File: config.mk
export PLATFORM = sky130hd
export DESIGN_NAME = flash_read_arbiter_flat
export DESIGN_NICKNAME = d
export VERILOG_FILES = /design/src/rtl/flash_read_arbiter_if.sv /design/src/rtl/flash_read_arbiter.sv /design/src/flat_wrapper.sv
export SDC_FILE = /design/constraint.sdc
export NUM_CORES = 1
export LEC_CHECK = 0
export ABC_CLOCK_PERIOD_IN_PS = 2700
export BUFFER_PORTS_ARGS = -buffer_cell sky130_fd_sc_hd__buf_2
export CAP_MARGIN = 20
export CORE_UTILIZATION = 40
export DETAILED_ROUTE_END_ITERATION = 12
export PLACE_DENSITY_LB_ADDON = 0.12
export SYNTH_ARGS = -nofsm -noshare
export SYNTH_HDL_FRONTEND = slang
export SYNTH_SLANG_ARGS = --single-unit
File: constraint.sdc
create_clock -name clk -period 2.7 [get_ports clk]
set_clock_uncertainty 0.15 [all_clocks]
set_input_delay 0.405 -clock clk [delete_from_list [all_inputs] [get_ports clk]]
set_output_delay 0.405 -clock clk [all_outputs]
set_load 0.005 [all_outputs]
File: src/rtl/flash_read_arbiter_if.sv
// Request/response and flash read-port bundle for flash_read_arbiter.
// master: arbiter view; slave: requesters + flash view.
interface flash_read_arbiter_if #(
  parameter int unsigned NREQ = 3,
  parameter int unsigned AW   = 23,
  parameter int unsigned DW   = 16
);
  logic [NREQ-1:0]    req_valid;
  logic [NREQ*AW-1:0] req_addr;
  logic [NREQ-1:0]    req_ready;
  logic [NREQ-1:0]    rsp_valid;
  logic [DW-1:0]      rsp_data;
  logic               rsp_err;
  logic               fl_read;
  logic [AW-1:0]      fl_addr;
  logic               fl_waitrequest;
  logic [DW-1:0]      fl_readdata;
  logic               fl_readdatavalid;

  modport master (
    input  req_valid, req_addr, fl_waitrequest, fl_readdata, fl_readdatavalid,
    output req_ready, rsp_valid, rsp_data, rsp_err, fl_read, fl_addr
  );

  modport slave (
    output req_valid, req_addr, fl_waitrequest, fl_readdata, fl_readdatavalid,
    input  req_ready, rsp_valid, rsp_data, rsp_err, fl_read, fl_addr
  );
endinterface

File: src/rtl/flash_read_arbiter.sv
// Round-robin arbiter sharing one Avalon-style flash read port among NREQ
// requesters; one read outstanding, with a response timeout.
module flash_read_arbiter #(
  parameter int unsigned NREQ = 3,
  parameter int unsigned AW   = 23,
  parameter int unsigned DW   = 16,
  parameter int unsigned TMO  = 255
) (
  input  logic clk,
  input  logic rst_n,
  flash_read_arbiter_if.master bus
);
  localparam int unsigned PW = (NREQ > 1) ? $clog2(NREQ) : 1;

  typedef enum logic [1:0] {IDLE, ISSUE, WAIT_DATA} state_e;

  state_e          state_q, state_d;
  logic [PW-1:0]   ptr_q, ptr_d;
  logic [PW-1:0]   gnt_q, gnt_d;
  logic [15:0]     cnt_q, cnt_d;
  logic [AW-1:0]   addr_q, addr_d;
  logic [NREQ-1:0] rsp_valid_q, rsp_valid_d;
  logic            rsp_err_q, rsp_err_d;
  logic [DW-1:0]   rsp_data_q, rsp_data_d;

  logic            found;
  logic [PW-1:0]   pick;
  logic [AW-1:0]   pick_addr;
  logic [NREQ-1:0] ready_raw;
  logic            fl_read_w;

  // Search starts at ptr and wraps; first requester found wins.
  always_comb begin
    int unsigned idx;
    logic [PW-1:0] idx_p;
    found     = 1'b0;
    pick      = '0;
    pick_addr = '0;
    idx       = 0;
    idx_p     = '0;
    for (int unsigned i = 0; i < NREQ; i++) begin
      idx = 32'(ptr_q) + i;
      if (idx >= NREQ) idx = idx - NREQ;
      idx_p = PW'(idx);
      if (!found && bus.req_valid[idx_p]) begin
        found = 1'b1;
        pick  = idx_p;
      end
    end
    for (int unsigned j = 0; j < NREQ; j++) begin
      if (pick == PW'(j)) pick_addr = bus.req_addr[j*AW +: AW];
    end
  end

  always_comb begin
    state_d     = state_q;
    ptr_d       = ptr_q;
    gnt_d       = gnt_q;
    cnt_d       = cnt_q;
    addr_d      = addr_q;
    rsp_valid_d = '0;
    rsp_err_d   = 1'b0;
    rsp_data_d  = rsp_data_q;
    ready_raw   = '0;
    fl_read_w   = 1'b0;
    unique case (state_q)
      IDLE: begin
        if (found) begin
          ready_raw[pick] = 1'b1;
          gnt_d   = pick;
          addr_d  = pick_addr;
          ptr_d   = (pick == PW'(NREQ - 1)) ? '0 : pick + PW'(1);
          state_d = ISSUE;
        end
      end
      ISSUE: begin
        fl_read_w = 1'b1;
        if (!bus.fl_waitrequest) begin
          cnt_d   = '0;
          state_d = WAIT_DATA;
        end
      end
      WAIT_DATA: begin
        cnt_d = cnt_q + 16'd1;
        // Data arriving on the timeout cycle still counts as a good response.
        if (bus.fl_readdatavalid) begin
          rsp_valid_d[gnt_q] = 1'b1;
          rsp_data_d         = bus.fl_readdata;
          state_d            = IDLE;
        end else if (cnt_q == 16'(TMO)) begin
          rsp_valid_d[gnt_q] = 1'b1;
          rsp_err_d          = 1'b1;
          rsp_data_d         = '0;
          state_d            = IDLE;
        end
      end
      default: state_d = IDLE;
    endcase
  end

  always_ff @(posedge clk or negedge rst_n) begin
    if (!rst_n) begin
      state_q     <= IDLE;
      ptr_q       <= '0;
      gnt_q       <= '0;
      cnt_q       <= '0;
      addr_q      <= '0;
      rsp_valid_q <= '0;
      rsp_err_q   <= 1'b0;
      rsp_data_q  <= '0;
    end else begin
      state_q     <= state_d;
      ptr_q       <= ptr_d;
      gnt_q       <= gnt_d;
      cnt_q       <= cnt_d;
      addr_q      <= addr_d;
      rsp_valid_q <= rsp_valid_d;
      rsp_err_q   <= rsp_err_d;
      rsp_data_q  <= rsp_data_d;
    end
  end

  assign bus.req_ready = ready_raw & {NREQ{rst_n}};
  assign bus.rsp_valid = rsp_valid_q;
  assign bus.rsp_err   = rsp_err_q;
  assign bus.rsp_data  = rsp_data_q;
  assign bus.fl_read   = fl_read_w;
  assign bus.fl_addr   = addr_q;
endmodule

File: src/flat_wrapper.sv
// flat-port wrapper written by rule: the top's interface ports become plain ports
module flash_read_arbiter_flat 
#(
  parameter int unsigned NREQ = 3,
  parameter int unsigned AW   = 23,
  parameter int unsigned DW   = 16,
  parameter int unsigned TMO  = 255
)
  (clk, rst_n, bus_req_valid, bus_req_addr, bus_fl_waitrequest, bus_fl_readdata, bus_fl_readdatavalid, bus_req_ready, bus_rsp_valid, bus_rsp_data, bus_rsp_err, bus_fl_read, bus_fl_addr);
  flash_read_arbiter_if #(.NREQ(NREQ), .AW(AW), .DW(DW)) bus_i ();
  input  logic clk;
  input  logic rst_n;
  input wire logic [$bits(bus_i.req_valid)-1:0] bus_req_valid;
  input wire logic [$bits(bus_i.req_addr)-1:0] bus_req_addr;
  input wire logic [$bits(bus_i.fl_waitrequest)-1:0] bus_fl_waitrequest;
  input wire logic [$bits(bus_i.fl_readdata)-1:0] bus_fl_readdata;
  input wire logic [$bits(bus_i.fl_readdatavalid)-1:0] bus_fl_readdatavalid;
  output wire logic [$bits(bus_i.req_ready)-1:0] bus_req_ready;
  output wire logic [$bits(bus_i.rsp_valid)-1:0] bus_rsp_valid;
  output wire logic [$bits(bus_i.rsp_data)-1:0] bus_rsp_data;
  output wire logic [$bits(bus_i.rsp_err)-1:0] bus_rsp_err;
  output wire logic [$bits(bus_i.fl_read)-1:0] bus_fl_read;
  output wire logic [$bits(bus_i.fl_addr)-1:0] bus_fl_addr;
  assign bus_i.req_valid = bus_req_valid;
  assign bus_i.req_addr = bus_req_addr;
  assign bus_i.fl_waitrequest = bus_fl_waitrequest;
  assign bus_i.fl_readdata = bus_fl_readdata;
  assign bus_i.fl_readdatavalid = bus_fl_readdatavalid;
  assign bus_req_ready = bus_i.req_ready;
  assign bus_rsp_valid = bus_i.rsp_valid;
  assign bus_rsp_data = bus_i.rsp_data;
  assign bus_rsp_err = bus_i.rsp_err;
  assign bus_fl_read = bus_i.fl_read;
  assign bus_fl_addr = bus_i.fl_addr;
  flash_read_arbiter #(.NREQ(NREQ), .AW(AW), .DW(DW), .TMO(TMO)) u_core (.clk(clk), .rst_n(rst_n), .bus(bus_i));
endmodule
**Word-level counts from Yosys, hierarchy flattened**

Cells that the tools add are included.

- Logic and storage cells: 89
- Flip-flop bits (word level): 65
- Output and inout bits: 47
- Bits of input ports: 92

- Muxes and demuxes: 41
- Bitwise logic cells: 1
- Equal/unequal tests: 8
- Order comparisons: 10
- Add/subtract/negate cells: 7
- Reductions and logical operators: 14

Operators by type and width:

| operator | number |
|---|---|
| $mux W23 | 3 |
| $mux W16 | 3 |
| $pmux W16 S2 | 1 |
| $mux W2 | 11 |
| $add A16 B1 Y16 const B | 1 |
| $eq A16 B8 Y1 const B | 1 |
| $lt A2 B3 Y1 const B | 5 |
| $mux W3 | 5 |
| $mux W1 | 12 |
| $bmux W1 S2 | 3 |
| $ge A3 B2 Y1 const B | 2 |
| $pmux W2 S3 | 1 |
| $reduce_and A2 Y1 | 3 |
| $sub A2 B2 Y2 const B | 3 |
| $demux W1 S2 | 2 |
| $eq A2 B1 Y1 const B | 2 |
| $eq A2 B2 Y1 const B | 2 |
| $ge A2 B1 Y1 const B | 2 |
| $logic_and A1 B1 Y1 | 4 |
| $logic_not A2 Y1 | 2 |
| $reduce_bool A2 Y1 | 2 |
| $add A2 B1 Y3 const B | 1 |
| $add A2 B2 Y3 const B | 1 |
| $and A3 B3 Y3 | 1 |
| 7 further kinds | 8 |

**Depth between registers and ports, before layout**

- Depth in word-level cells: 18
- Gate-level depth with buffers: 11
- Depth with buffers taken out: 8

**Worst setup path before layout**

Ideal clock, no wire load.

- Path kind: reg2reg
- Start: register u_core.ptr_q[0]
- End: register u_core.addr_q[10], in the netlist u_core.bus.fl_addr[10]
- Cell stages (with the launch flop): 10
- Data required time: 2.424 ns
- Library setup time: 0.126 ns
- Period minus slack after synthesis: 2.549 ns
- Arrival time: 2.273 ns
- Buffers on the path: 2
- Path slack: 0.151 ns
- Cell sequence: dfrtp_1 -> inv_1 -> ha_1 -> buf_2 -> or2_0 -> a2bb2oi_1 -> o21ai_1 -> buf_2 -> mux2_2 -> a221o_1

- Cells in the longest elaborated chain, start to end: 15
- Elaborated cells between the ends (all ways): 34
- Classes of those cells: add/sub (5); order compare (3); eq/ne (2); mux (18); reduce/logical (6)

Ends and longest elaborated chain:

| element | RTL line | text |
|---|---|---|
| start: declaration | flash_read_arbiter.sv:18 | `logic [PW-1:0] ptr_q, ptr_d;` |
| start signal: assignment | flash_read_arbiter.sv:113 | `ptr_q <= ptr_d;` |
| branches (longest 15 deep; another with $add A2 B1 Y3) | n/a |  |
| end signal: assignment | flash_read_arbiter.sv:116 | `addr_q <= addr_d;` |
| end: declaration | flash_read_arbiter.sv:21 | `logic [AW-1:0] addr_q, addr_d;` |

Parallel ways; which one is timed is not known. The select of a mux whose other input is x is not followed.
A chain may end at the register's enable or synchronous reset.

**Final worst setup path**

- Start: register u_core.ptr_q[0]
- End: output port bus_req_ready[0]

- Cells in the longest elaborated chain, start to end: 18
- Elaborated cells between the ends (all ways): 35
- Classes of those cells: add/sub (5); order compare (5); mux (19); bitwise (1); reduce/logical (5)

Ends and longest elaborated chain:

| element | RTL line | text |
|---|---|---|
| branches (longest 15 deep; another with $add A2 B1 Y3) | n/a |  |
| $mux W3 * | flash_read_arbiter.sv:68 | `if (found) begin` |
| $mux W3 * | flash_read_arbiter.sv:66 | `unique case (state_q)` |
| $and A3 B3 Y3 * | flash_read_arbiter.sv:123 | `assign bus.req_ready = ready_raw & {NREQ{rst_n}};` |
| end: declaration | flat_wrapper.sv:18 | `output wire logic [$bits(bus_i.req_ready)-1:0] bus_req_ready;` |

Every way passes the cells marked *. The select of a mux whose other input is x is not followed.

==> summary.md <==
| Metric | Value |
|---|---|
| Max-cap violation count | 0 |
| Critical Path End Type | output port |
| Most frequently used flop master after synthesis | sky130_fd_sc_hd__dfrtp_1 |
| Number of placed instances with taps included | 548 |
| Critical Path, Cell by Cell | inv_2, ha_4, mux2i_4, o21a_1, buf_4, nor4_4, a21oi_4, nand2b_4, nor2_1, buf_2 |
| Core outline area | ~8000 µm² |
| # diodes | 0 |
| Post-DR vias/cell | 5.27 |
| Beginning of the critical path | u_core.ptr_q[0] |
| Max Freq | between 300 and 400 MHz |
| Required arrival time at the worst endpoint | 2140 ps |
| Fraction of met3 tracks used by global routing | 5.77% |
| Post-route insts no fill | 580 |
| Failing checks | setup timing |
| Maximum buffer depth of the clock tree | 2 |
| Startpoint types | flip-flop |
| Status | finished with violations |
| Startpoint of the worst register-to-register path | u_core.ptr_q[0] |
| GR Overflow Total | 0 |
| Flop2flop setup slack | -20 ps |
| Wire length of the first global-routing pass | 13600 µm |
| Worst slew pin tran | 726 ps |
| Register bit count reported by yosys | 65 |
| Floorplan row count | 32 |
| Clock-pin slew on the worst setup and hold paths | 80 ps |
| Gpl congestion | 0.861 |
| FFs w/ async S/R, synth | 100% |
| DRC Markers | 0 |
| Syn nets | 402 |
| Global routing usage summed across all routing layers | 20.0% |
| Peak per-stage delay on the critical path | 410 ps |
| Mean routed wirelength per cell | 14.8 µm |
| Setup ws final | -108 ps |
| Area added between synthesis and finish | 41.2% |
| Path category of the worst min-delay check | in2reg |
| Root buf cell | sky130_fd_sc_hd__clkbuf_8 |
| Io pins | 139 |
| Count of warnings emitted by yosys | 0 |
| Finish-stage setup viols | 10 |
| Starting density of the core | 42.3% |
| Pin count of the biggest net entering global routing | 38 |
| Category of the most critical setup path | reg2out |
| Maximum ir drop on the vdd rail | 0.000719 V |
| Layout cell share with drive strength beyond 1 | 49.0% |
| Normalized max-slew margin | 51.6% |
| Number of buffers created by CTS | 9 |
| Number of distinct library cells after synthesis | 45 |
| Gate Count Post-Synth | between 300 and 400 |
| Total power divided by cell area | ~1300 nW/µm² |
| TritonCTS Sinks | 65 |
| Final Cycle Share | 104% |
| Die outline width | 93.3 µm |
| Final-layout fill cell count | 708 |
| Number of enable-type register cells in the synthesized netlist | 0 |
| Post-route minimum period | roughly 2800 ps |
| Hold slack final | 99.7 ps |
| Met2 global-route usage | about a third |
| Synth Cell Area | 3340 µm² |
| Post-route antenna net violation count | 0 |
| Number of H-tree branching levels | 3 |
| Total wirelength of the detailed-routed design | around 8600 µm |
| Setup repair after global routing missed its margin | true |
| Area of the die | 8710 µm² |
| Vertical extent of the die | 93.3 µm |
| Detailed placer's ending HPWL | 5850 µm |
| Critical Path Slowest Stage Cell | sky130_fd_sc_hd__dfrtp_1 |
| Number of max-slew violations in the final report | 0 |
| Register area share after synthesis | between 40% and 50% |
| Via count | 3055 |
| Skew-Pair Late Insertion Delay | 340 ps |
| Via count of the first global-routing pass | 2836 |
| Post-synthesis average cell area | 10.9 µm² |
| Logic depth of the worst register-to-register path | 11 |
| Number of antenna violations at the first check in global routing | 0 |
| Router iterations before antenna repair | 4 |
| Number of cells on the worst hold path | 2 |
| GR Layer Usage met1 | 25.3% |
| Data arrival, critical path | 2250 ps |
| Leakage power | approximately 2.3 nW |
| Count of input and output buffers | 138 |
| Max FO, Critical Path | 4 |
| Worst Hold Launch | bus_fl_readdatavalid |
| Routing layer with the top usage in global route | met2 |
| Destination of the worst register-to-register timing path | u_core.bus.fl_addr[21] |
| Net count of the finished layout | 570 |
| Count of endpoints failing hold in the final timing report | 0 |
| CTS tree | built |
| Initial DRC count | approximately 110 |
| Endpoint with the worst hold slack | u_core.bus.rsp_err |
worst max-delay path: cells and delay by family (launching register included):
kind	cells	cell delay, ps
mux	1	190
compound gates	2	280
simple gates	3	490
flops	1	410
buf+inv	3	340
fa+ha+maj	1	190
placed cells by master (no fill, tap or decap), types with 3 or more instances in the layout:
master / instances
sky130_fd_sc_hd__a21o_1: 3
sky130_fd_sc_hd__a221o_1: 23
sky130_fd_sc_hd__a22o_1: 18
sky130_fd_sc_hd__a31oi_1: 5
sky130_fd_sc_hd__and2_1: 26
sky130_fd_sc_hd__and3_1: 5
sky130_fd_sc_hd__buf_2: 138
sky130_fd_sc_hd__buf_4: 23
sky130_fd_sc_hd__buf_6: 10
sky130_fd_sc_hd__clkbuf_8: 9
sky130_fd_sc_hd__clkinv_2: 4
sky130_fd_sc_hd__dfrtp_1: 64
sky130_fd_sc_hd__ha_4: 4
sky130_fd_sc_hd__mux2_2: 16
sky130_fd_sc_hd__mux2_4: 7
sky130_fd_sc_hd__nand2_1: 14
sky130_fd_sc_hd__nand3_1: 5
sky130_fd_sc_hd__nand3b_1: 3
sky130_fd_sc_hd__nand4_1: 5
sky130_fd_sc_hd__nor2_1: 13
sky130_fd_sc_hd__nor2b_1: 3
sky130_fd_sc_hd__nor3_1: 3
sky130_fd_sc_hd__nor3b_1: 3
sky130_fd_sc_hd__nor4_1: 3
sky130_fd_sc_hd__o21ai_0: 27
sky130_fd_sc_hd__o21ai_1: 3
sky130_fd_sc_hd__o21ai_2: 3
per-stage QoR:
step	instance area (µm²)	utilization (%)	worst slack, ps	total power, mW	TNS (ps)
final	4710	59.8	-108	6.02	-327
after global routing	4710	59.8	-199	6.46	-1170
after CTS	4590	58.2	-72.2	5.65	-156
after detailed placement	4240	53.8	-140	4.54	-1790
after global placement	4240	53.8	-57.4	4.48	-299
after floorplan	3340	-	151	3.54	0
routing by layer:
| layer | share of wire (%) | wire length, µm | vias up |
|---|---|---|---|
| met3 | 6.4 | 555 | 7 |
| li1 | - | - | 1484 |
| met1 | 42 | 3650 | 1459 |
| met5 | 0 | 0 | - |
| met4 | 0.87 | 75 | 0 |
| met2 | 50 | 4330 | 105 |
how the worst max path moves through the flow:
stage	endpoint	slack, ps	cells past startpoint
after global placement	u_core.bus.fl_addr[3]	-60	8
after global routing	bus_req_ready[2]	-200	11
after CTS	bus_req_ready[2]	-70	11
after floorplan	u_core.bus.fl_addr[10]	150	9
final	bus_req_ready[0]	-110	10
after detailed placement	u_core.bus.fl_addr[3]	-140	8
final cells by class:
cell class	instances	area (µm²)	share of cell area, %
tap	102	128	2.71
clock buffer	9	124	2.63
clock inverter	7	45.0	0.956
multi-input combinational	218	1720	36.5
sequential	65	1630	34.5
timing repair buffer	175	1050	22.3
inverter	4	17.5	0.372
cells in the mapped netlist, types with 3 or more instances:
master | instances | area [µm²]
sky130_fd_sc_hd__dfrtp_1 | 65 | 1630
sky130_fd_sc_hd__and2_1 | 27 | 169
sky130_fd_sc_hd__a31oi_1 | 5 | 31.3
sky130_fd_sc_hd__a221o_1 | 23 | 230
sky130_fd_sc_hd__mux2i_1 | 4 | 40.0
sky130_fd_sc_hd__clkbuf_1 | 11 | 41.3
sky130_fd_sc_hd__nor2_1 | 14 | 52.6
sky130_fd_sc_hd__nor4_1 | 3 | 18.8
sky130_fd_sc_hd__nor2b_1 | 3 | 18.8
sky130_fd_sc_hd__nand3_1 | 5 | 25.0
sky130_fd_sc_hd__nor3_1 | 3 | 15.0
sky130_fd_sc_hd__nand3b_1 | 3 | 22.5
sky130_fd_sc_hd__and3_1 | 5 | 31.3
sky130_fd_sc_hd__buf_2 | 5 | 25.0
sky130_fd_sc_hd__ha_1 | 5 | 62.6
sky130_fd_sc_hd__mux2_4 | 7 | 105
sky130_fd_sc_hd__nand2b_1 | 3 | 18.8
sky130_fd_sc_hd__nor3b_1 | 3 | 22.5
sky130_fd_sc_hd__inv_1 | 4 | 15.0
sky130_fd_sc_hd__a21o_1 | 3 | 22.5
sky130_fd_sc_hd__o21ai_1 | 3 | 15.0
sky130_fd_sc_hd__mux2_2 | 16 | 180
sky130_fd_sc_hd__nand4_1 | 5 | 31.3
sky130_fd_sc_hd__o21ai_0 | 29 | 145
sky130_fd_sc_hd__nand2_1 | 14 | 52.6
sky130_fd_sc_hd__a22o_1 | 18 | 158
kinds of logic (layout without fill, tap and decap cells):
| family | after synthesis | count (layout) | share of synthesized area, % |
|---|---|---|---|
| flops | 65 | 65 | 48.7 |
| buf+inv | 22 | 195 | 3.00 |
| compound gates | 93 | 93 | 21.0 |
| mux | 27 | 27 | 9.75 |
| xor+xnor | 1 | 1 | 0.263 |
| fa+ha+maj | 5 | 5 | 1.87 |
| simple gates | 92 | 92 | 15.3 |
where the power goes:
part | leakage [nW] | internal (mW) | switching, mW
combinational | 1.42 | 2.15 | 1.59
sequential | 0.837 | 1.34 | 0.219
clock | 0.0891 | 0.331 | 0.392
sequential cells by signal, summed over array words and instances (netlist names):
name	flops
u_core.bus.fl_addr	23
u_core.bus.rsp_data	16
u_core.bus.rsp_err	1
u_core.bus.rsp_valid	3
u_core.cnt_q	16
u_core.gnt_q	2
u_core.ptr_q	2
u_core.state_q	2
repair_timing:
item,CTS,global route
pin swaps,5,6
resized for setup,22,21
setup buffers,11,5
setup endpoints to repair,26,26
endpoints found under the hold margin,28,0
hold buffers,1,0
gates cloned,0,1
Power figures use the tool's default switching activity.
